<file path="config.mk">
export PLATFORM = sky130hd
export DESIGN_NAME = rsa_keygen
export DESIGN_NICKNAME = d
export VERILOG_FILES = /design/src/rtl/rsa_pkg.sv /design/src/rtl/rsa_gcd.sv /design/src/rtl/rsa_keygen.sv
export SDC_FILE = /design/constraint.sdc
export NUM_CORES = 1
export LEC_CHECK = 0
export ABC_AREA = 1
export CORE_MARGIN = 10
export CORE_UTILIZATION = 51
export DETAILED_ROUTE_END_ITERATION = 8
export PLACE_DENSITY = 0.79
export SLEW_MARGIN = 20
export SYNTH_ARGS = -nofsm -noshare
export SYNTH_HDL_FRONTEND = slang
export SYNTH_HIERARCHICAL = 1
export SYNTH_SLANG_ARGS = --single-unit
</file>
<file path="constraint.sdc">
create_clock -name clk -period 14.7 [get_ports clk]
set_input_delay 2.205 -clock clk [delete_from_list [all_inputs] [get_ports clk]]
set_output_delay 2.205 -clock clk [all_outputs]
set_load 0.1 [all_outputs]
</file>
<file path="src/rtl/rsa_pkg.sv">
// Shared definitions for the RSA key generator and its GCD helper.
package rsa_pkg;

  localparam int KEY_W           = 16;
  localparam int PRIME_W         = 8;
  localparam int E_START_DEFAULT = 3;

  typedef enum logic [2:0] {
    IDLE     = 3'd0,
    SETUP    = 3'd1,
    GCD_INIT = 3'd2,
    GCD      = 3'd3,
    INV_INIT = 3'd4,
    INV      = 3'd5,
    DONE     = 3'd6,
    ERR      = 3'd7
  } kg_state_e;

endpackage : rsa_pkg

</file>
<file path="src/rtl/rsa_gcd.sv">
// Subtractive GCD engine: load a/b, then one subtraction per cycle until a==b.
// done is high while the loaded pair has converged; result is the common value.
module rsa_gcd
  import rsa_pkg::*;
(
  input  logic             clk,
  input  logic             rst,
  input  logic             load,
  input  logic [KEY_W-1:0] a_in,
  input  logic [KEY_W-1:0] b_in,
  output logic             done,
  output logic [KEY_W-1:0] result
);

  logic [KEY_W-1:0] a_q, a_d;
  logic [KEY_W-1:0] b_q, b_d;
  logic             valid_q, valid_d;

  // Next operand pair: load a fresh pair, or subtract the smaller from the larger.
  always_comb begin
    // NOTE: every combinational output gets a default first so no path can infer a latch.
    a_d     = a_q;
    b_d     = b_q;
    valid_d = valid_q;
    if (load) begin
      a_d     = a_in;
      b_d     = b_in;
      valid_d = 1'b1;
    end else if (a_q > b_q) begin
      a_d = a_q - b_q;
    end else if (b_q > a_q) begin
      b_d = b_q - a_q;
    end
  end

  // Operand registers with synchronous reset.
  always_ff @(posedge clk) begin
    // NOTE: sequential state uses non-blocking assignments so all flops update together.
    if (rst) begin
      a_q     <= '0;
      b_q     <= '0;
      valid_q <= 1'b0;
    end else begin
      a_q     <= a_d;
      b_q     <= b_d;
      valid_q <= valid_d;
    end
  end

  assign done   = valid_q && (a_q == b_q);
  assign result = a_q;

endmodule : rsa_gcd

</file>
<file path="src/rtl/rsa_keygen.sv">
// Toy RSA key generator: from primes p and q, find the smallest odd e >= E_START
// coprime to phi, then the inverse d by repeated addition of e modulo phi.
module rsa_keygen
  import rsa_pkg::*;
#(
  parameter int unsigned E_START = E_START_DEFAULT
) (
  input  logic               clk,
  input  logic               rst,
  input  logic               start,
  input  logic [PRIME_W-1:0] p,
  input  logic [PRIME_W-1:0] q,
  output logic               busy,
  output logic               done,
  output logic               err,
  output logic [KEY_W-1:0]   n,
  output logic [KEY_W-1:0]   e,
  output logic [KEY_W-1:0]   d
);

  kg_state_e state_q, state_d;

  logic [PRIME_W-1:0] p_q, p_d, q_q, q_d;
  logic [KEY_W-1:0]   n_q, n_d, e_q, e_d, d_q, d_d;
  logic [KEY_W-1:0]   phi_q, phi_d, cand_q, cand_d;
  logic [KEY_W-1:0]   acc_q, acc_d, k_q, k_d;
  logic               err_q, err_d;
  logic [KEY_W:0]     inv_sum;

  logic               gcd_load;
  logic               gcd_done;
  logic [KEY_W-1:0]   gcd_result;

  rsa_gcd u_gcd (
    .clk    (clk),
    .rst    (rst),
    .load   (gcd_load),
    .a_in   (cand_q),
    .b_in   (phi_q),
    .done   (gcd_done),
    .result (gcd_result)
  );

  // Next-state and datapath updates for the key-generation sequence.
  always_comb begin
    state_d  = state_q;
    p_d      = p_q;
    q_d      = q_q;
    n_d      = n_q;
    e_d      = e_q;
    d_d      = d_q;
    phi_d    = phi_q;
    cand_d   = cand_q;
    acc_d    = acc_q;
    k_d      = k_q;
    err_d    = err_q;
    gcd_load = 1'b0;
    inv_sum  = '0;

    unique case (state_q)
      IDLE: begin
        if (start) begin
          p_d   = p;
          q_d   = q;
          err_d = 1'b0;
          n_d   = '0;
          e_d   = '0;
          d_d   = '0;
          // Primality is the caller's job; only trivially bad inputs are rejected.
          if (p < 2 || q < 2 || p == q) state_d = ERR;
          else                          state_d = SETUP;
        end
      end

      SETUP: begin
        n_d    = {8'd0, p_q} * {8'd0, q_q};
        phi_d  = ({8'd0, p_q} - 16'd1) * ({8'd0, q_q} - 16'd1);
        cand_d = KEY_W'(E_START);
        if (cand_d >= phi_d) state_d = ERR;
        else                 state_d = GCD_INIT;
      end

      GCD_INIT: begin
        gcd_load = 1'b1;
        state_d  = GCD;
      end

      GCD: begin
        if (gcd_done) begin
          if (gcd_result == 16'd1) begin
            e_d     = cand_q;
            state_d = INV_INIT;
          end else begin
            // cand < phi <= 65025, so cand+2 still fits in 16 bits.
            cand_d = cand_q + 16'd2;
            if (cand_d >= phi_q) state_d = ERR;
            else                 state_d = GCD_INIT;
          end
        end
      end

      INV_INIT: begin
        acc_d   = e_q;
        k_d     = 16'd1;
        state_d = INV;
      end

      INV: begin
        if (acc_q == 16'd1) begin
          d_d     = k_q;
          state_d = DONE;
        end else begin
          // acc and e are both below phi, so one conditional subtract reduces the sum.
          inv_sum = {1'b0, acc_q} + {1'b0, e_q};
          if (inv_sum >= {1'b0, phi_q}) inv_sum = inv_sum - {1'b0, phi_q};
          acc_d = inv_sum[KEY_W-1:0];
          k_d   = k_q + 16'd1;
          if (k_d == phi_q) state_d = ERR;
        end
      end

      DONE: begin
        state_d = IDLE;
      end

      ERR: begin
        err_d   = 1'b1;
        n_d     = '0;
        e_d     = '0;
        d_d     = '0;
        state_d = IDLE;
      end

      default: state_d = IDLE;
    endcase
  end

  // State register; synchronous reset overrides any start in the same cycle.
  always_ff @(posedge clk) begin
    if (rst) state_q <= IDLE;
    else     state_q <= state_d;
  end

  // Datapath registers.
  always_ff @(posedge clk) begin
    if (rst) begin
      p_q    <= '0;
      q_q    <= '0;
      n_q    <= '0;
      e_q    <= '0;
      d_q    <= '0;
      phi_q  <= '0;
      cand_q <= '0;
      acc_q  <= '0;
      k_q    <= '0;
      err_q  <= 1'b0;
    end else begin
      p_q    <= p_d;
      q_q    <= q_d;
      n_q    <= n_d;
      e_q    <= e_d;
      d_q    <= d_d;
      phi_q  <= phi_d;
      cand_q <= cand_d;
      acc_q  <= acc_d;
      k_q    <= k_d;
      err_q  <= err_d;
    end
  end

  assign busy = (state_q != IDLE);
  assign done = (state_q == DONE);
  assign err  = err_q;
  assign n    = n_q;
  assign e    = e_q;
  assign d    = d_q;

endmodule : rsa_keygen

</file>
* After elaboration in Yosys (flattened, before gate mapping)
Index checks and enable logic that the tools add are counted.
Storage, ports and cells: logic and storage cells 106, register bits after elaboration 165, output and inout port bits 51, input port bits 19
Operators by class: $mul 2, magnitude comparators 7, add/sub/neg operators 8, reductions and logical operators 23, muxes and demuxes 32, eq/ne operators 20
Operators by type and width (number):
- 2-to-1 mux 16 bit | 14
- case mux 16 bit (3 select lines) | 3
- case mux 16 bit (2 select lines) | 3
- subtractor 16 bit | 3
- equality test 16 x 1 -> 1 bit, second input constant | 2
- equality test 16 bit | 2
- greater-than comparator 16 bit | 2
- 2-to-1 mux 3 bit | 8
- case mux 3 bit (7 select lines) | 1
- subtractor 8 x 1 -> 9 bit, second input constant | 2
- adder 16 x 16 -> 17 bit | 1
- greater-or-equal comparator 17 x 16 -> 1 bit | 1
- adder 16 x 1 -> 16 bit, second input constant | 1
- adder 16 x 2 -> 16 bit, second input constant | 1
- greater-or-equal comparator 16 bit | 1
- greater-or-equal comparator 2 x 16 -> 1 bit, first input constant | 1
- less-than comparator 8 x 2 -> 1 bit, second input constant | 2
- multiplier 8 x 8 -> 16 bit | 1
- multiplier 9 x 9 -> 16 bit | 1
- != test 2 bit, second input constant | 7
- equality test 3 bit, second input constant | 4
- nonzero test 3 bit | 4
- AND reduction 2 bit | 5
- nonzero test 2 bit | 5
- other kinds (12) | 17

* Longest topological paths before layout
depth in word-level cells 6, depth in mapped cells 32

* Modules after synthesis
The synthesis kept the hierarchy.
By module, submodules not included:
- rsa_keygen | area each 13395.3 um^2, times used 1, cells an instance 1937, sequential area each 2642.5 um^2
- rsa_gcd | area each 3470.8 um^2, times used 1, cells an instance 615, sequential area each 660.6 um^2

* Worst setup path after synthesis
No wires, ideal clock.
path kind flip-flop to flip-flop, from register q_q[0], to register state_q[0], path slack 9210 ps, cell stages (with the launch flop) 28, data required time 14589 ps, path buffers 1, clock period less this slack 5490 ps, arrival 5378 ps, cells stage by stage dfxtp_1 > inv_1 > clkbuf_1 > ha_1 > nand2_1 > xor2_1 > nor2_1 > fa_1 > inv_1 > fa_1 > inv_1 > fa_1 > inv_1 > fa_1 > fa_1 > inv_1 > ha_1 > a21oi_1 > nand2_1 > nand4_1 > nand2_1 > a31oi_1 > nand3b_1 > nand2_1 > nand3_1 > inv_1 > nor2_1 > nor2_1
On the way: word-level cells in the longest chain between the ends 5
Ends and longest elaborated chain:
- start: declaration | RTL line rsa_keygen.sv:23 | logic [PRIME_W-1:0] p_q, p_d, q_q, q_d;
- start signal: assignment | RTL line rsa_keygen.sv:159 | q_q <= q_d;
- subtractor 8 x 1 -> 9 bit | RTL line rsa_keygen.sv:77 | phi_d = ({8'd0, p_q} - 16'd1) * ({8'd0, q_q} - 16'd1);
- multiplier 9 x 9 -> 16 bit | RTL line rsa_keygen.sv:77
- greater-or-equal comparator 2 x 16 -> 1 bit | RTL line rsa_keygen.sv:79 | if (cand_d >= phi_d) state_d = ERR;
- 2-to-1 mux 3 bit | RTL line rsa_keygen.sv:79
- case mux 3 bit (7 select lines) | RTL line rsa_keygen.sv:60 | unique case (state_q)
- end signal: assignment | RTL line rsa_keygen.sv:141 | else state_q <= state_d;
- end: declaration | RTL line rsa_keygen.sv:21 | kg_state_e state_q, state_d;
No other way between the ends. A chain may end at the register's enable or synchronous reset.

* Worst setup path after layout
from register p_q[0], to register state_q[2]
On the way: word-level cells in the longest chain between the ends 5
Ends and longest elaborated chain:
- start: declaration | RTL line rsa_keygen.sv:23
- start signal: assignment | RTL line rsa_keygen.sv:158 | p_q <= p_d;
- subtractor 8 x 1 -> 9 bit | RTL line rsa_keygen.sv:77
- multiplier 9 x 9 -> 16 bit | RTL line rsa_keygen.sv:77
- greater-or-equal comparator 2 x 16 -> 1 bit | RTL line rsa_keygen.sv:79
- 2-to-1 mux 3 bit | RTL line rsa_keygen.sv:79
- case mux 3 bit (7 select lines) | RTL line rsa_keygen.sv:60
No other way between the ends.

==> results.md <==
- The mux cell area share after synthesis is 0%.
- The largest buffer count on any clock path is 2.
- The routed wire length is 48.1 mm.
- Setup violations remaining at the end of the flow were counted as 0.
- The floorplan die area is 0.0407 sq mm.
- The area added between synthesis and finish is 8.94%.
- The worst pin sits at a relative slew slack of between 20 and 30%.
- For the pin with the worst max-slew slack, the measured transition is 1.07 ns.
- The setup slack of the most critical reg-to-reg path is 8.38 ns.
- Summing the areas of all compound-gate instances in the mapped netlist gives 12.7% of the synthesized area.
- Clock tree synthesis found a total of approximately 170 sinks.
- The via count of the first global-routing pass was 15838.
- The proportion of register bits with asynchronous set or reset after synthesis is 0%.
- Setup repair after global routing left no endpoint under its margin.
- The most used standard cell by instance count after synthesis is sky130_fd_sc_hd__nand2_1.
- Based on the critical path, the design can be clocked at up to 158 MHz.
- The number of antenna violations at the first check in global routing is 1.
- The insertion delay to the later sink of the worst-skew pair is 0.46 ns.
- The row count is 66.
- The flow ran to the end, and the final reports show no timing, DRC or antenna violations.
- The first global-routing pass estimated 78.9 mm of wire.
- The number of non-filler instances in the completed layout is 3023.
- After synthesis, the mean cell area works out to 6.61 sq um.
- During placement, the flow inserted port buffers numbering 69.
- The number of buffers inserted for hold repair after clock tree synthesis is 0.
- After routing, the total negative slack on setup checks comes to 0 ns.
- Counting instances, the worst hold path has a depth of 2.
- The depth of the most critical reg-to-reg path is 26.
- Counting every net in the synthesized netlist gives 2827.
- The post-synthesis adder-cell area fraction is 23.6%.
- In this run the clock root is driven by a sky130_fd_sc_hd__clkbuf_16.
- Of the available clock period, the critical path in the final layout requires 43.0%.
- The antenna diode count is 0.
- The data arrival time at the worst-slack endpoint is 6.71 ns.
- Across all layers, the routed design uses around 17000 vias.
- After synthesis, the largest area contributor takes up 19.6% of total cell area.
- The final count of hold timing violations came to 0.
- TritonCTS created 17 clock buffers.
- The type of the worst setup path is reg -> reg.
- The tool flagged a number of max-cap violations equal to 0.
- By count the netlist is led by sky130_fd_sc_hd__nand2_1, sky130_fd_sc_hd__inv_1, sky130_fd_sc_hd__a21oi_1, sky130_fd_sc_hd__nand3_1, sky130_fd_sc_hd__nor2_1.
- The tightest min-delay check is of the reg -> reg type.
- The post-CTS setup buffer count is 0.
- By area the synthesized netlist is led by sky130_fd_sc_hd__dfxtp_1, sky130_fd_sc_hd__nand2_1, sky130_fd_sc_hd__fa_1, sky130_fd_sc_hd__ha_1, sky130_fd_sc_hd__inv_1.
- The slowest stage of the critical path belongs to the cell sky130_fd_sc_hd__dfxtp_1.
- STA classifies the critical path startpoint as a flop.
- The final-report max-slew violation count is 0.
- The pin count of the biggest net entering global routing is just over 70.
- The flop and latch count out of synthesis is 165.
- The detailed placer's ending HPWL is 37.8 mm.
- The minimum period implied by the final worst setup slack is approximately 6.3 ns.
- After synthesis, the largest family of logic cells by area is simple AND/OR/NAND/NOR gates.
- Cells with a size suffix above 1 make up about 3.8% of the layout.
- The number of cells in the design after placement is 2991.
- The detailed-route vias per instance is 5.47.
- The end of the worst register-to-register path is state_q[2]$_SDFFE_PP0P_.
- The required time of the worst setup path is around 15 ns.
- The initial utilization of the core area, before any placement, comes to 51.7%.
- The startpoint identified for the worst hold timing path is u_gcd/valid_q$_SDFFE_PP0P_.
- The category of cells accounting for the largest share of critical-path delay is adder cells.
- The worst-case setup slack after placement is 8.41 ns.
- Sequential cells were found to cover roughly a fifth of the synthesized design area.
- At the end of routability-driven placement, the weighted congestion stood at 0.947.
- The layout has 3153 filler cells.
- The distinct cell type count after synthesis is about 50.
- The number of buffers and inverters on the critical path is 3.
- The reg-to-reg startpoint is p_q[0]$_SDFFE_PP0P_.
- In the final routed layout, each cell accounts on average for 15.9 um.
- The synthesized netlist devotes 28.6% of its cell area to simple gates.
- The fraction of synthesized cell area in xor and xnor cells is under 10%.
- The largest single stage delay on the critical path is a little under 0.7 ns.
- Post-CTS repair changed the size of 0 cells.
- The global-route usage over all layers is 23.3%.
- Clock-pin slew was measured on the worst setup and hold paths at about 0.07 ns.
- The clock skew is 0.0137 ns.
- The clock tree from TritonCTS is done.
- STA classifies the critical path endpoint as a flop.
- The first detailed-routing pass took 6 iterations.
- After the last flow step, the layout net total stands at 2843.
- Yosys printed 6 warnings.
- Synthesis handed over a netlist of roughly 2600 instances.
- The area of the core region is 0.0326 sq mm.
- The synthesized design contains 0 enable-type register cells.
- The top cell type by total area after synthesis is sky130_fd_sc_hd__dfxtp_1.
- The remaining antenna violation count is 0.
- The number of H-tree levels is 4.
- For this run, design rule violations remaining after detail routing come to 0.
- Setup slack on the critical path of the routed design comes to 8.38 ns.
- After synthesis the cells add up to 0.0169 sq mm.
- Global routing finished with a remaining overflow of 0.
- In this run the vertical extent of the chip is just over 200 um.
- The number of design-rule violations left by the first detailed-router iteration is 1143.
- Pin placement for this block handled 70 I/O pins.
- The largest driver fanout on the critical path is 16.
- The end point of the worst hold path is u_gcd/valid_q$_SDFFE_PP0P_.
- The dominant synthesized flop cell is sky130_fd_sc_hd__dfxtp_1.
- The final hold slack is ~0.46 ns.
- Measured along the x axis, the die boundary spans between 200 and 250 um.
cell usage in the layout, fill, tap and decap left out, types with 7 or more instances in the layout:
| cell type | instances |
|---|---|
| sky130_fd_sc_hd__nor3_1 | 19 |
| sky130_fd_sc_hd__ha_1 | 153 |
| sky130_fd_sc_hd__o211ai_1 | 14 |
| sky130_fd_sc_hd__nand3_1 | 181 |
| sky130_fd_sc_hd__a21oi_1 | 250 |
| sky130_fd_sc_hd__fa_1 | 103 |
| sky130_fd_sc_hd__a31oi_1 | 7 |
| sky130_fd_sc_hd__buf_4 | 7 |
| sky130_fd_sc_hd__o21ai_0 | 88 |
| sky130_fd_sc_hd__xor2_1 | 39 |
| sky130_fd_sc_hd__inv_1 | 432 |
| sky130_fd_sc_hd__nand4_1 | 26 |
| sky130_fd_sc_hd__or2_2 | 16 |
| sky130_fd_sc_hd__nand2_2 | 8 |
| sky130_fd_sc_hd__dfxtp_1 | 165 |
| sky130_fd_sc_hd__nor2_1 | 169 |
| sky130_fd_sc_hd__nand2_1 | 686 |
| sky130_fd_sc_hd__clkdlybuf4s50_1 | 68 |
| sky130_fd_sc_hd__clkbuf_16 | 17 |
| sky130_fd_sc_hd__inv_2 | 15 |
| sky130_fd_sc_hd__xnor2_1 | 25 |
| sky130_fd_sc_hd__o21bai_1 | 10 |
| sky130_fd_sc_hd__nor4_1 | 9 |
layer usage:
| layer | vias to the layer above | GRT usage (%) | part of all wire, % |
|---|---|---|---|
| met5 | - | 0 | 0.025 |
| met4 | 2 | 8.19 | 3.1 |
| met3 | 94 | 3.68 | 5.6 |
| met2 | 538 | 39.6 | 48 |
| met1 | 7790 | 29.3 | 43 |
| li1 | 8111 | - | - |
state kept, by name, indices dropped and copies added (netlist names):
register and count:
d 16, state_q 3, err 1, n 16
u_gcd/b_q 16, e 16, phi_q 16, cand_q 16
p_q 8, acc_q 16, k_q 16, q_q 8
u_gcd/result 16, u_gcd/valid_q 1
final cells by class:
cell class | count | area (sq um) | share of cell area, %
Multi-Input combinational cell | 1861 | 11500 | 62.7
Sequential cell | 165 | 3300 | 18.0
Inverter | 448 | 1680 | 9.15
Timing Repair Buffer | 75 | 733 | 3.99
Tap cell | 442 | 553 | 3.01
Clock buffer | 20 | 467 | 2.54
Clock inverter | 12 | 119 | 0.647
metrics by stage:
step	area, sq um	utilization, %
global placement	17800	54.5
detailed placement	17800	54.5
floorplan	16900	-
finish	18400	56.3
CTS	18400	56.3
global route	18400	56.3
cells by family (layout without fill, tap and decap cells):
group | after synthesis | after routing
DFF | 165 | 165
adders and majority gates | 256 | 256
buffers and inverters | 526 | 555
xor gates and xnor gates | 65 | 65
and+or+nand+nor | 1141 | 1141
AOI/OAI and AO/OA | 399 | 399
worst max-delay path by stage:
stage / startpoint / to / slack, ns / depth (start not counted)
2_1_floorplan: q_q[0]$_SDFFE_PP0P_ / state_q[0]$_SDFFE_PP0P_ / 9.21 / 27
3_3_place_gp: q_q[0]$_SDFFE_PP0P_ / state_q[0]$_SDFFE_PP0P_ / 8.63 / 26
3_5_place_dp: q_q[0]$_SDFFE_PP0P_ / state_q[0]$_SDFFE_PP0P_ / 8.41 / 26
4_1_cts: p_q[0]$_SDFFE_PP0P_ / state_q[0]$_SDFFE_PP0P_ / 8.41 / 26
5_1_grt: p_q[0]$_SDFFE_PP0P_ / state_q[2]$_SDFFE_PP0P_ / 7.84 / 28
6_report: p_q[0]$_SDFFE_PP0P_ / state_q[2]$_SDFFE_PP0P_ / 8.38 / 26
worst reg2reg max path: stages, from the launching register on:
cell and delay (ns):
sky130_fd_sc_hd__dfxtp_1 0.68, sky130_fd_sc_hd__inv_1 0.26, sky130_fd_sc_hd__ha_1 0.30, sky130_fd_sc_hd__nand3_1 0.16, sky130_fd_sc_hd__nor3_1 0.07, sky130_fd_sc_hd__or2_2 0.29
sky130_fd_sc_hd__nand2_1 0.17, sky130_fd_sc_hd__nor2_1 0.09, sky130_fd_sc_hd__fa_1 0.57, sky130_fd_sc_hd__fa_1 0.44, sky130_fd_sc_hd__fa_1 0.49, sky130_fd_sc_hd__inv_1 0.05
sky130_fd_sc_hd__fa_1 0.49, sky130_fd_sc_hd__fa_1 0.51, sky130_fd_sc_hd__inv_1 0.04, sky130_fd_sc_hd__ha_1 0.36, sky130_fd_sc_hd__a21oi_1 0.19, sky130_fd_sc_hd__nand2_1 0.11
sky130_fd_sc_hd__xnor2_1 0.20, sky130_fd_sc_hd__nand4_1 0.11, sky130_fd_sc_hd__nor2_1 0.12, sky130_fd_sc_hd__nand3_1 0.09, sky130_fd_sc_hd__nor2_1 0.10, sky130_fd_sc_hd__nand3_1 0.16
sky130_fd_sc_hd__nand2_1 0.10, sky130_fd_sc_hd__nor2_1 0.04, sky130_fd_sc_hd__nor2_1 0.07
Power is not shown: default switching activity piles up to over one toggle a cycle in this logic, so the estimate is an artifact.
